==> src/rtl/pipeline_hazard_ctrl.sv <==
// Hazard and sequencing controller for the 5-stage core: load-use stalls, redirect flushes,
// EX-stage forwarding selects, start-up/halt-drain sequencing and saturating perf counters.
module pipeline_hazard_ctrl #(
  parameter int RA_W      = 3,
  parameter int DRAIN_CYC = 3,
  parameter int CNT_W     = 16
) (
  input  logic             clk,
  input  logic             rst,
  input  logic             start,
  input  logic             halt_id,
  input  logic [RA_W-1:0]  id_rs1,
  input  logic [RA_W-1:0]  id_rs2,
  input  logic             id_use1,
  input  logic             id_use2,
  input  logic [RA_W-1:0]  ex_rd,
  input  logic             ex_ldm,
  input  logic             ex_wen,
  input  logic [1:0]       ex_pcSel,
  input  logic [RA_W-1:0]  ex_rs1,
  input  logic [RA_W-1:0]  ex_rs2,
  input  logic [RA_W-1:0]  mem_rd,
  input  logic             mem_wen,
  input  logic [RA_W-1:0]  wb_rd,
  input  logic             wb_wen,
  output logic             pc_stall,
  output logic             ifid_stall,
  output logic             ifid_flush,
  output logic             idex_bubble,
  output logic [1:0]       fwdA,
  output logic [1:0]       fwdB,
  output logic             running,
  output logic             halted,
  output logic [CNT_W-1:0] stall_cnt,
  output logic [CNT_W-1:0] flush_cnt
);

  localparam int DC_W = (DRAIN_CYC > 1) ? $clog2(DRAIN_CYC) : 1;

  typedef enum logic [2:0] {
    IDLE,
    START,
    RUN,
    DRAIN,
    HALTED
  } state_t;

  state_t          state;
  state_t          next_state;
  logic [DC_W-1:0] drain_cnt;
  logic            redirect;
  logic            load_use;
  logic            stall_event;
  logic            flush_event;
  logic            enter_start;

  function automatic logic [1:0] fwd_sel(input logic [RA_W-1:0] rs,
                                         input logic [RA_W-1:0] m_rd,
                                         input logic            m_wen,
                                         input logic [RA_W-1:0] w_rd,
                                         input logic            w_wen);
    logic [1:0] sel;
    sel = 2'b00;
    if (m_wen && (m_rd == rs))
      sel = 2'b10;
    else if (w_wen && (w_rd == rs))
      sel = 2'b01;
    return sel;
  endfunction

  assign redirect = (ex_pcSel != 2'b00);
  assign load_use = ex_ldm && ex_wen &&
                    ((id_use1 && (ex_rd == id_rs1)) || (id_use2 && (ex_rd == id_rs2)));

  // A redirect means the ID instruction is on the wrong path, so it can neither stall nor halt.
  assign stall_event = (state == RUN) && !redirect && load_use;
  assign flush_event = (state == RUN) && redirect;
  assign enter_start = (next_state == START) && (state != START);

  assign fwdA = fwd_sel(ex_rs1, mem_rd, mem_wen, wb_rd, wb_wen);
  assign fwdB = fwd_sel(ex_rs2, mem_rd, mem_wen, wb_rd, wb_wen);

  assign running = (state == RUN);
  assign halted  = (state == HALTED);

  always_ff @(posedge clk or negedge rst) begin
    if (!rst) begin
      state     <= IDLE;
      drain_cnt <= '0;
    end else begin
      state <= next_state;
      if (state == RUN && next_state == DRAIN)
        drain_cnt <= DC_W'(DRAIN_CYC - 1);
      else if (state == DRAIN && drain_cnt != '0)
        drain_cnt <= drain_cnt - DC_W'(1);
    end
  end

  always_comb begin
    next_state = state;
    unique case (state)
      IDLE:    if (start) next_state = START;
      START:   if (!start) next_state = RUN;
      RUN:     if (halt_id && !redirect) next_state = DRAIN;
      DRAIN:   if (drain_cnt == '0) next_state = HALTED;
      HALTED:  if (start) next_state = START;
      default: next_state = IDLE;
    endcase
  end

  always_comb begin
    pc_stall    = 1'b1;
    ifid_stall  = 1'b0;
    ifid_flush  = 1'b1;
    idex_bubble = 1'b1;
    if (state == RUN) begin
      pc_stall    = 1'b0;
      ifid_flush  = 1'b0;
      idex_bubble = 1'b0;
      if (redirect) begin
        ifid_flush  = 1'b1;
        idex_bubble = 1'b1;
      end else if (load_use) begin
        pc_stall    = 1'b1;
        ifid_stall  = 1'b1;
        idex_bubble = 1'b1;
      end else if (halt_id) begin
        pc_stall   = 1'b1;
        ifid_flush = 1'b1;
      end
    end
  end

  // Counters report activity since the most recent start, so they clear on entering START.
  always_ff @(posedge clk or negedge rst) begin
    if (!rst) begin
      stall_cnt <= '0;
      flush_cnt <= '0;
    end else if (enter_start) begin
      stall_cnt <= '0;
      flush_cnt <= '0;
    end else begin
      if (stall_event && stall_cnt != '1)
        stall_cnt <= stall_cnt + CNT_W'(1);
      if (flush_event && flush_cnt != '1)
        flush_cnt <= flush_cnt + CNT_W'(1);
    end
  end

endmodule
==> config.mk <==
export PLATFORM = sky130hd
export DESIGN_NAME = pipeline_hazard_ctrl
export DESIGN_NICKNAME = d
export VERILOG_FILES = /design/src/rtl/pipeline_hazard_ctrl.sv
export SDC_FILE = /design/constraint.sdc
export NUM_CORES = 1
export LEC_CHECK = 0
export CAP_MARGIN = 25
export CORE_MARGIN = 1
export CORE_UTILIZATION = 46
export DETAILED_ROUTE_END_ITERATION = 6
export GPL_TIMING_DRIVEN = 1
export PLACE_DENSITY = 0.8
export SETUP_SLACK_MARGIN = 0.2
export SLEW_MARGIN = 30
export SYNTH_ARGS = -nofsm -noshare
export SYNTH_HDL_FRONTEND = slang
export SYNTH_SLANG_ARGS = --single-unit
==> constraint.sdc <==
create_clock -name clk -period 2.7 [get_ports clk]
set_input_delay 0.405 -clock clk [delete_from_list [all_inputs] [get_ports clk]]
set_output_delay 0.405 -clock clk [all_outputs]
set_load 0.05 [all_outputs]
==> results.toml <==
[worst_setup_path]
crit_required_ns = 2.30
crit_fanout = 21
critPathArrivalTime_ns = 2.04
startpoint_type = "input port"
end_kind = "primary output"
crit_type = "input port to primary output"

[detailed_routing]
ant_nets = 0
wl_mm = 5.764
wire_per_inst_um = 14.02
via_per_inst = 5.574
drt_first_pass_iters = 4
drc = 0
drtIter0Drc = 142
vias = 2291

[timing]
slew_violations = 0
rsz0062_at_grt = "yes"
worst_pin_slew_ns = 0.6393
fin_skew_ns = 0.01106
min_period_ns = 2.445
hold_viol_final = 0
period_share_pct = 90.57
fmax_mhz = 408.9
setup_tns_ns = 0
worst_slew_margin_rel_pct = 57.38
report.final.setup_viol = 0

[yosys]
synthCells = 264
synth_cell_types = 38
synthAdderAreaFrac_pct = 1.647
synth_area_mm2 = 0.002280
synth_top_cell_by_area = "dfrtp_1"
yosys_warnings = 0
ys_seq_elements = 37
synth-xor-area-share_pct = 11.53
synth.net_count = 300
ys_seq_area_share_pct = 40.61
yosys-top-cells-area = "dfrtp_1 41%, xnor2_1 8.1%, nand2_1 5.4%, nand4_1 4.9%, nor2_1 4.8%"
synth_top_family_by_area = "simple AND/OR/NAND/NOR gates"
synth_simple_gate_area_share_pct = 29.09
yosys-mux-area-fraction_pct = 2.195
syn_area_per_cell_um2 = 8.635
synth_compound_area_share_pct = 11.75
yosys.area.top_type_share_pct = 40.61

[placement]
gp_congestion = 0.8651
hpwl_mm = 4.411
port_buffers = 74

[global_routing]
grt_max_degree = 38
grt-ovfl-total = 0
first_global_vias = 2224
grt_pass1_wl_mm = 9.956
track_usage_pct = 24.32
antenna_found_initial = 0

[floorplanning]
die-area_mm2 = 0.005241
start_util_pct = 47.95
die_w_um = 72.40
core_mm2 = 0.004755
io_pins = 75
die_h_um = 72.40
rows = 25

[finish]
syn2layout_area_growth_pct = 43.30
fin_util_pct = 68.71
num-fill-cells = 426
antenna_cells = 0
layout_commonest_cell = "clkdlybuf4s50_1"
nNetsFinal = 379
drive_gt1_share_pct = 8.430
mostFrequentLayoutCells = "65 x clkdlybuf4s50_1, 37 x dfrtp_1, 33 x nand2_1, 29 x nor2_1, 21 x xnor2_1"

[clock_tree]
clkSlewWorstSetupHoldPaths_ns = 0.07
clk_latency_ns = 0.29
cts_num_sinks = 37
cts_buffers = 5
cts_root_buf = "clkbuf_8"
htree_levels = 2
cts_tree = "built"
cts_buffer_depth = 2

[worst_hold_path]
hp-class = "register to register"

[power]
power_density_mw_per_mm2 = 567.1
power.leakage_nw = 1.337
max-vdd-ir-drop_v = 0.0003069

[job]
cap_viol_max_count = 0

[outcome]
status = "finished clean"
[metrics by stage]
stage | worst slack (ns) | hold slack, ns | cells | instance area (um^2) | power [mW]
after floorplan | 0.3365 | 0.1094 | 264 | 2290 | 1.110
after global placement | 0.1575 | 0.4938 | 403 | 3139 | 1.351
after detailed placement | 0.08936 | 0.4966 | 403 | 3139 | 1.369
after CTS | 0.2260 | 0.5142 | 411 | 3257 | 1.867
after global routing | 0.1628 | 0.5598 | 411 | 3267 | 1.966
final | 0.2546 | 0.5165 | 411 | 3267 | 1.853
[cells in the mapped netlist (all sizes together)]
library cell   n
dfrtp         37
nand2         33
nor2          29
xnor2         21
nand4         18
a21oi         15
nand3         10
o21ai         10
xor2           9
inv            8
nor3           8
clkbuf         7
or3            7
mux2i          5
o211ai         5
or4            5
o31ai          4
and4           3
ha             3
nand4b         3
a31oi          2
a41o           2
and2           2
nand2b         2
nor3b          2
nor4           2
nor4b          2
a211o          1
a21o           1
a31o           1
buf            1
clkinv         1
nor2b          1
o2111ai        1
o41ai          1
or2            1
or3b           1
[what timing repair did]
action,in CTS,in global routing
buffers inserted,0,0
hold buffers,0,0
endpoints found under the setup margin,1,2
gates resized for setup,1,2
endpoints found under the hold margin,0,0
[cell type report]
class                           count  area (um^2)  area share [%]
Clock buffer                        7        86.33           2.643
Multi-Input combinational cell    210         1300           39.79
Timing Repair Buffer               80        805.8           24.66
Inverter                            9        35.03           1.072
Sequential cell                    37        925.9           28.34
Clock inverter                      1        30.03          0.9192
Tap cell                           67        83.83           2.566
[cells by family after synthesis]
family | after synthesis
xor+xnor | 30
buf+inv | 17
flops | 37
compound gates | 43
mux | 5
fa+ha+maj | 3
simple gates | 129
[where the power goes]
group	switching (mW)	leakage, nW	internal (mW)
clock	0.196	0.0585	0.301
sequential	0.0675	0.506	0.612
combinational	0.411	0.772	0.265
total	0.674	1.34	1.18
[sequential cells by signal, indices dropped and copies added, names as in the netlist]
name / count
stall_cnt: 16
state: 3
drain_cnt: 2
flush_cnt: 16
[critical path, stage by stage]
cell and delay [ns]:
clkdlybuf4s50_1 0.53, xnor2_1 0.14, nand4_1 0.21, a211o_4 0.47, inv_2 0.13, buf_12 0.14
[metal layers]
layer  vias to the layer above  GRT usage (%)  wire [um]
met4                         0          8.715         90
met3                        10          5.556        308
met5                         -              0          0
li1                       1113              -          -
met1                      1092          29.97       2505
met2                        76          41.64       2859
[worst paths after layout]
kind                              start             to  slack (ns)  cells after the start
max in group asynchronous           rst  flush_cnt[10]        1.81                      2
max                            ex_rd[1]     ifid_stall        0.25                      6
min                        drain_cnt[1]   drain_cnt[1]        0.52                      2
min reg2reg                drain_cnt[1]   drain_cnt[1]        0.52                      2
min in group asynchronous           rst  stall_cnt[13]        0.54                      2
max reg2reg                    state[2]  stall_cnt[10]        0.52                      6
No activity file was read; power rests on OpenSTA's default activity.
